<file path="config.mk">
export PLATFORM = sky130hd
export DESIGN_NAME = collatz_steps
export DESIGN_NICKNAME = d
export VERILOG_FILES = /design/src/rtl/collatz_steps_pkg.sv /design/src/rtl/collatz_steps_step.sv /design/src/rtl/collatz_steps.sv
export SDC_FILE = /design/constraint.sdc
export NUM_CORES = 1
export LEC_CHECK = 0
export BUFFER_PORTS_ARGS = -buffer_cell sky130_fd_sc_hd__clkbuf_2
export CORE_MARGIN = 4
export CORE_UTILIZATION = 50
export DETAILED_ROUTE_END_ITERATION = 7
export PLACE_DENSITY_LB_ADDON = 0.3
export SETUP_SLACK_MARGIN = 0.1
export SYNTH_ARGS = -nofsm -noshare
export SYNTH_HDL_FRONTEND = slang
export SYNTH_HIERARCHICAL = 1
export SYNTH_SLANG_ARGS = --single-unit
</file>
<file path="constraint.sdc">
create_clock -name clk -period 2.93 [get_ports clk]
set_input_delay 0.293 -clock clk [delete_from_list [all_inputs] [get_ports clk]]
set_output_delay 0.293 -clock clk [all_outputs]
set_load 0.01 [all_outputs]
</file>
<file path="src/rtl/collatz_steps_pkg.sv">
// Shared primitives for the valid-tagged integer bus: width, valid index, bus type and FSM states.
package collatz_steps_pkg;

   localparam int INT_N = 16;
   localparam int INT_R = INT_N;

   localparam logic TRUE  = 1'b1;
   localparam logic FALSE = 1'b0;

   typedef logic [INT_N:0] int_t;

   typedef enum logic [1:0] {
      IDLE,
      RUN,
      DONE
   } state_t;

   function automatic int_t read(input logic [INT_N-1:0] x);
      return {TRUE, x};
   endfunction

endpackage

</file>
<file path="src/rtl/collatz_steps_step.sv">
// One combinational Collatz step: n/2 when even, 3n+1 (wrapping to N bits) when odd.
// is_done flags the terminal values 0 and 1.
module collatz_steps_step #(
   parameter int N = 16
) (
   input  logic [N-1:0] n,
   output logic [N-1:0] nxt,
   output logic         is_done
);

   always_comb begin
      is_done = (n <= N'(1));
      if (n[0]) begin
         nxt = (n << 1) + n + N'(1);
      end else begin
         nxt = n >> 1;
      end
   end

endmodule

</file>
<file path="src/rtl/collatz_steps.sv">
// Iterative Collatz step counter; one step per clock, result valid k+1 cycles after acceptance.
// Requests arriving while busy are dropped, not queued; b is fully registered.
module collatz_steps
   import collatz_steps_pkg::*;
#(
   parameter int N = INT_N
) (
   input  logic       clk,
   input  logic       rst,
   input  logic [N:0] a,
   output logic [N:0] b
);

   state_t       state, state_nxt;
   logic [N-1:0] n, n_nxt;
   logic [N-1:0] count, count_nxt;
   logic [N:0]   b_nxt;
   logic [N-1:0] step_n;
   logic         step_done;

   collatz_steps_step #(.N(N)) u_step (
      .n       (n),
      .nxt     (step_n),
      .is_done (step_done)
   );

   always_ff @(posedge clk) begin
      if (rst) begin
         state <= IDLE;
         n     <= '0;
         count <= '0;
         b     <= '0;
      end else begin
         state <= state_nxt;
         n     <= n_nxt;
         count <= count_nxt;
         b     <= b_nxt;
      end
   end

   always_comb begin
      state_nxt = state;
      n_nxt     = n;
      count_nxt = count;
      b_nxt     = b;
      case (state)
         IDLE, DONE: begin
            // Only the valid flag drops on a new request; stale data stays until the result lands.
            if (a[N]) begin
               n_nxt     = a[N-1:0];
               count_nxt = '0;
               b_nxt[N]  = FALSE;
               state_nxt = RUN;
            end
         end
         RUN: begin
            if (step_done) begin
               b_nxt     = {TRUE, count};
               state_nxt = DONE;
            end else begin
               n_nxt     = step_n;
               count_nxt = count + N'(1);
            end
         end
         default: state_nxt = IDLE;
      endcase
   end

endmodule

</file>
Word level (Yosys, flattened, before mapping)
Cells that the tools add are included.
{ "word_totals": {"register_bits": 51, "out_inout_bits": 17, "elab_cells": 34} }
{ "classes": {"addsub": 3, "magnitude_cmp": 1, "eq_ne": 5, "mux": 13, "reduce_logical": 7} }
{ "op_table": {"columns": ["cell", "count"], "rows": [
  ["two-way mux 16 bit", 5],
  ["one-hot mux 16 bit (2 select lines)", 2],
  ["adder 16 x 1 -> 16 bit, second input constant", 2],
  ["two-way mux 17 bit", 1],
  ["adder 16 bit", 1],
  ["less-or-equal comparator 16 x 1 -> 1 bit, second input constant", 1],
  ["!= test 2 bit, second input constant", 3],
  ["AND reduction 3 bit", 2],
  ["two-way mux 2 bit", 2],
  ["one-hot mux 2 bit (2 select lines)", 1],
  ["AND reduction 2 bit", 2],
  ["equality test 2 x 1 -> 1 bit, second input constant", 1],
  ["equality test 2 bit, second input constant", 1],
  ["logical NOT 2 bit", 1],
  ["one-hot mux 1 bit (2 select lines)", 1],
  ["nonzero test 2 bit", 1],
  ["OR reduction 2 bit", 1],
  ["two-way mux 1 bit", 1]
]} }

Longest topological paths before layout
{ "depth": {"ltp_word": 5, "depth_mapped": 13, "ltp_nobuf": 12} }

Modules after synthesis
Netlist, hierarchy kept.
{ "by_module_without_submodules": {"columns": ["module", "n_inst", "cells_each", "area_per_inst_um2", "seq_area_each_um2"], "rows": [
  ["collatz_steps", 1, 242, 2115.8, 1021.0],
  ["collatz_steps_step", 1, 161, 1111.1, 0.0]
]} }

Worst setup path after synthesis
Ideal clock, no wire load.
{ "synth_path": {"path_kind": "reg-to-reg", "start": "register n[0]", "end": "register count[13]", "setup_ns": 0.071, "arrival_time_ns": 2.705, "slack_ns": 0.154, "stages_incl_launch_ff": 13, "path_buffers": 0, "cell_sequence": "dfxtp_1 clkinv_1 ha_1 nand3_1 nand2_1 nand2_1 o21ai_0 nand4_1 a21boi_0 or3b_4 a211o_1 or3_1 a21oi_1"} }
{ "synth_via": {"elab_chain_len": 3} }
{ "synth_lines": {"columns": ["element", "line", "rtl"], "rows": [
  ["start: declaration", "collatz_steps.sv:15", "logic [N-1:0] n, n_nxt;"],
  ["start signal: assignment", "collatz_steps.sv:35", "n <= n_nxt;"],
  ["less-or-equal comparator 16 x 1 -> 1 bit", "collatz_steps_step.sv:12", "is_done = (n <= N'(1));"],
  ["via step_done", "collatz_steps.sv:19", "logic step_done;"],
  ["!= test 2 bit (no line)", null, null],
  ["AND reduction 3 bit (no line)", null, null],
  ["end signal: assignment", "collatz_steps.sv:36", "count <= count_nxt;"],
  ["end: declaration", "collatz_steps.sv:16", "logic [N-1:0] count, count_nxt;"]
]} }
The timed path passes the listed nets, and every way through them passes these cells.
A chain may end at the register's enable or synchronous reset.

Final worst setup path
{ "layout_path": {"start": "register n[12]", "end": "register count[13]"} }
The elaborated chain is that of the path after synthesis.

==> results.yml <==
setup_path:
  critical_path_class: "register to register"
  cp.arrival_ns: 2.86
  crit_fanout: 9
  worstSetupStartpointType: "register"
  worstSetupEndpointType: "register"
  worstPathRequired_ns: 3.17
  worstRegToRegCells: 12
global_routing:
  overflow: 0
  grt_pass1_wl_um: 12600
  grt_pass1_vias: 2665
  grt_max_degree: 33
  grt.total_usage_pct: 20.3
  antenna_found_initial: 0
cts:
  holdBufCountCts: 0
  cts_tree: "yes"
  cts_root_buffer: "clkbuf_8"
  clock_path_buffers: 2
  clock_latency_ns: 0.31
  cts.sinks: 51
  htreeDepth: 2
  clkTransAtPathRegs_ns: 0.10
  numCtsBuffers: 5
floorplanning:
  io_pins: 36
  initial_core_util_pct: 51.1
  rows: 29
  dieWidth_um: 88.3
  die-height_um: 88.3
  core_mm2: 0.00631
  dieArea_mm2: 0.00780
synthesis:
  syn_area_mm2: 0.00323
  ys_seq_elements: 51
  synthCells: 403
  synth_nets: 451
  yosysUniqueCellTypes: 54
  synth_top_area_share_pct: 31.6
  async_reset_ff_share_pct: 0
  synth_edf_count: 0
  ys_seq_area_share_pct: 31.6
  yosysWarnings: 6
  synthTopCellsByArea: "dfxtp_1 (32%), ha_1 (11%), nand2_1 (7.1%)"
  yosysTopAreaCell: "dfxtp_1"
  yosys_most_used_dff: "dfxtp_1"
  syn_area_per_cell_um2: 8.01
min_path:
  hp-class: "input port to register"
  whs_path_depth: 3
drt:
  ant_nets: 0
  wl_per_cell_um: 14.8
  drc: 0
  drt_iter0_drc: 177
  vias_per_cell: 5.69
  vias: 2914
  routed_wl_um: 7600
  drt-pass1-iter-count: 4
run:
  maxCapViolations: 0
timing:
  finalSetupTns_ns: 0
  drv_slew: 0
  clock.fmax_ghz: 0.381
  report.final.hold_viol_count: 0
  final.setup_skew_ns: 0.00718
  max_slew_margin_pct: 57.8
  worst_pin_slew_ns: 0.631
  fin_crit_ns: 2.62
  fin_crit_sh_pct: 89.5
  setup_viol: 0
  grt_setup_unrepaired: "false"
place:
  dp_hpwl_um: 5490
  globalplace.congestion: 0.908
  portBuffers: 35
cells_and_area:
  syn2layout_area_growth_pct: 11.1
  layout.nets: 482
  n_antenna_cell: 0
  utilization_pct: 56.8
  layout-drive-gt1-share_pct: 13.6
power:
  power.density_mw_per_mm2: 547
  total_leakage_power_nw: 1.42
  ir_drop_uv: 257
outcome:
  status: "completed"
cell type report:
type,count,area (um2)
clock buffers,6,82.6
multi-input cells,315,2060
repair buffers,42,240
clock inverters,2,16.3
well taps,77,96.3
fillers,612,2730
inverters,19,71.3
flip-flops and latches,51,1020
kinds of logic after synthesis:
logic type | after synthesis | synth area share (%)
multiplexers | 22 | 6.82
flip-flops | 51 | 31.6
AND/OR/NAND/NOR | 139 | 19.6
adder cells (fa/ha/maj) | 29 | 11.5
AO/OA/AOI/OAI | 109 | 21.4
XOR/XNOR | 16 | 4.34
buffers and inverters | 37 | 4.69
power by group:
| part | switching (mW) | internal, mW |
|---|---|---|
| clock | 0.261 | 0.194 |
| combinational | 0.423 | 0.294 |
| sequential | 0.0518 | 0.738 |
| total | 0.736 | 1.23 |
critical path, cell delays in order (launching register included):
cell and delay, ns:
dfxtp_1 0.43, inv_1 0.09, ha_1 0.24, nand3_1 0.07
nand2_1 0.05, nand2_1 0.05, o21ai_0 0.07, nand4_1 0.09
a21boi_0 0.12, or3b_4 0.42, a211o_1 0.40, or3_1 0.38
a21oi_1 0.14
final timing paths:
kind	endpoint	slack, ns	from
max	count[13]$_SDFFE_PP0P_	0.31	n[12]$_SDFFE_PP0P_
min	n[5]$_SDFFE_PP0P_	0.28	a[5]
max reg2reg	count[13]$_SDFFE_PP0P_	0.31	n[12]$_SDFFE_PP0P_
min reg2reg	b[2]$_SDFFE_PP0P_	0.46	b[2]$_SDFFE_PP0P_
through the flow:
stage	area (um2)	setup slack (ns)	power (mW)	cells	hold slack [ns]
global route	3580	0.108	2.09	512	0.288
floorplan	3230	0.154	1.33	403	0.437
CTS	3580	0.257	1.97	512	0.279
finish	3580	0.308	1.96	512	0.282
detailed placement	3490	0.289	1.51	504	0.446
global placement	3490	0.343	1.50	504	0.442
timing repair:
item                       CTS  global route
setup endpoints to repair    0             3
resized for setup            0             1
buffers inserted             0             0
registers in the layout, summed over array words and instances, names as in the netlist:
name and cells:
b 17, count 16, n 16, state 2
cells in the mapped netlist, types with 2 or more instances:
cell,count
a211o_1,2
a211oi_1,17
a21boi_0,3
a21o_1,3
a21oi_1,37
a22oi_1,2
and2_1,2
and4_1,2
buf_1,3
buf_2,4
clkbuf_1,10
dfxtp_1,51
ha_1,28
inv_1,18
mux2i_1,22
nand2_1,61
nand2b_1,3
nand3_1,8
nand4_1,4
nor2_1,39
nor2b_1,3
nor3_1,2
nor3b_1,2
o2111ai_1,4
o211ai_1,2
o21ai_0,23
or3_1,7
xnor2_1,10
xor2_1,6
routing by layer:
metal / share of wire [%] / GRT usage [%] / vias to the layer above / routed length [um]
li1: - / - / 1482 / -
met1: 50 / 29.5 / 1360 / 3800
met2: 43 / 31.3 / 66 / 3290
met3: 5.6 / 3.17 / 6 / 423
met4: 1.0 / 4.95 / 0 / 78
met5: 0 / 0 / - / 0
cells in the final DEF (no fill, tap or decap), types with 3 or more instances in the layout:
master     Yosys  routed
or3_1          7       7
ha_1          28      28
mux2i_1       22      22
clkbuf_8       0       6
a21o_1         3       3
dfxtp_1       51      51
buf_4          0       6
o2111ai_1      4       4
inv_1         18      18
a21oi_1       37      37
nand2b_1       3       3
nand4_1        4       4
a21boi_0       3       3
xnor2_1       10      10
nand2_1       61      61
xor2_1         6       6
a211oi_1      17      17
o21ai_0       23      23
clkbuf_2       0      35
nand3_1        8       8
nor2_1        39      39
(Power assumes the default switching activity.)
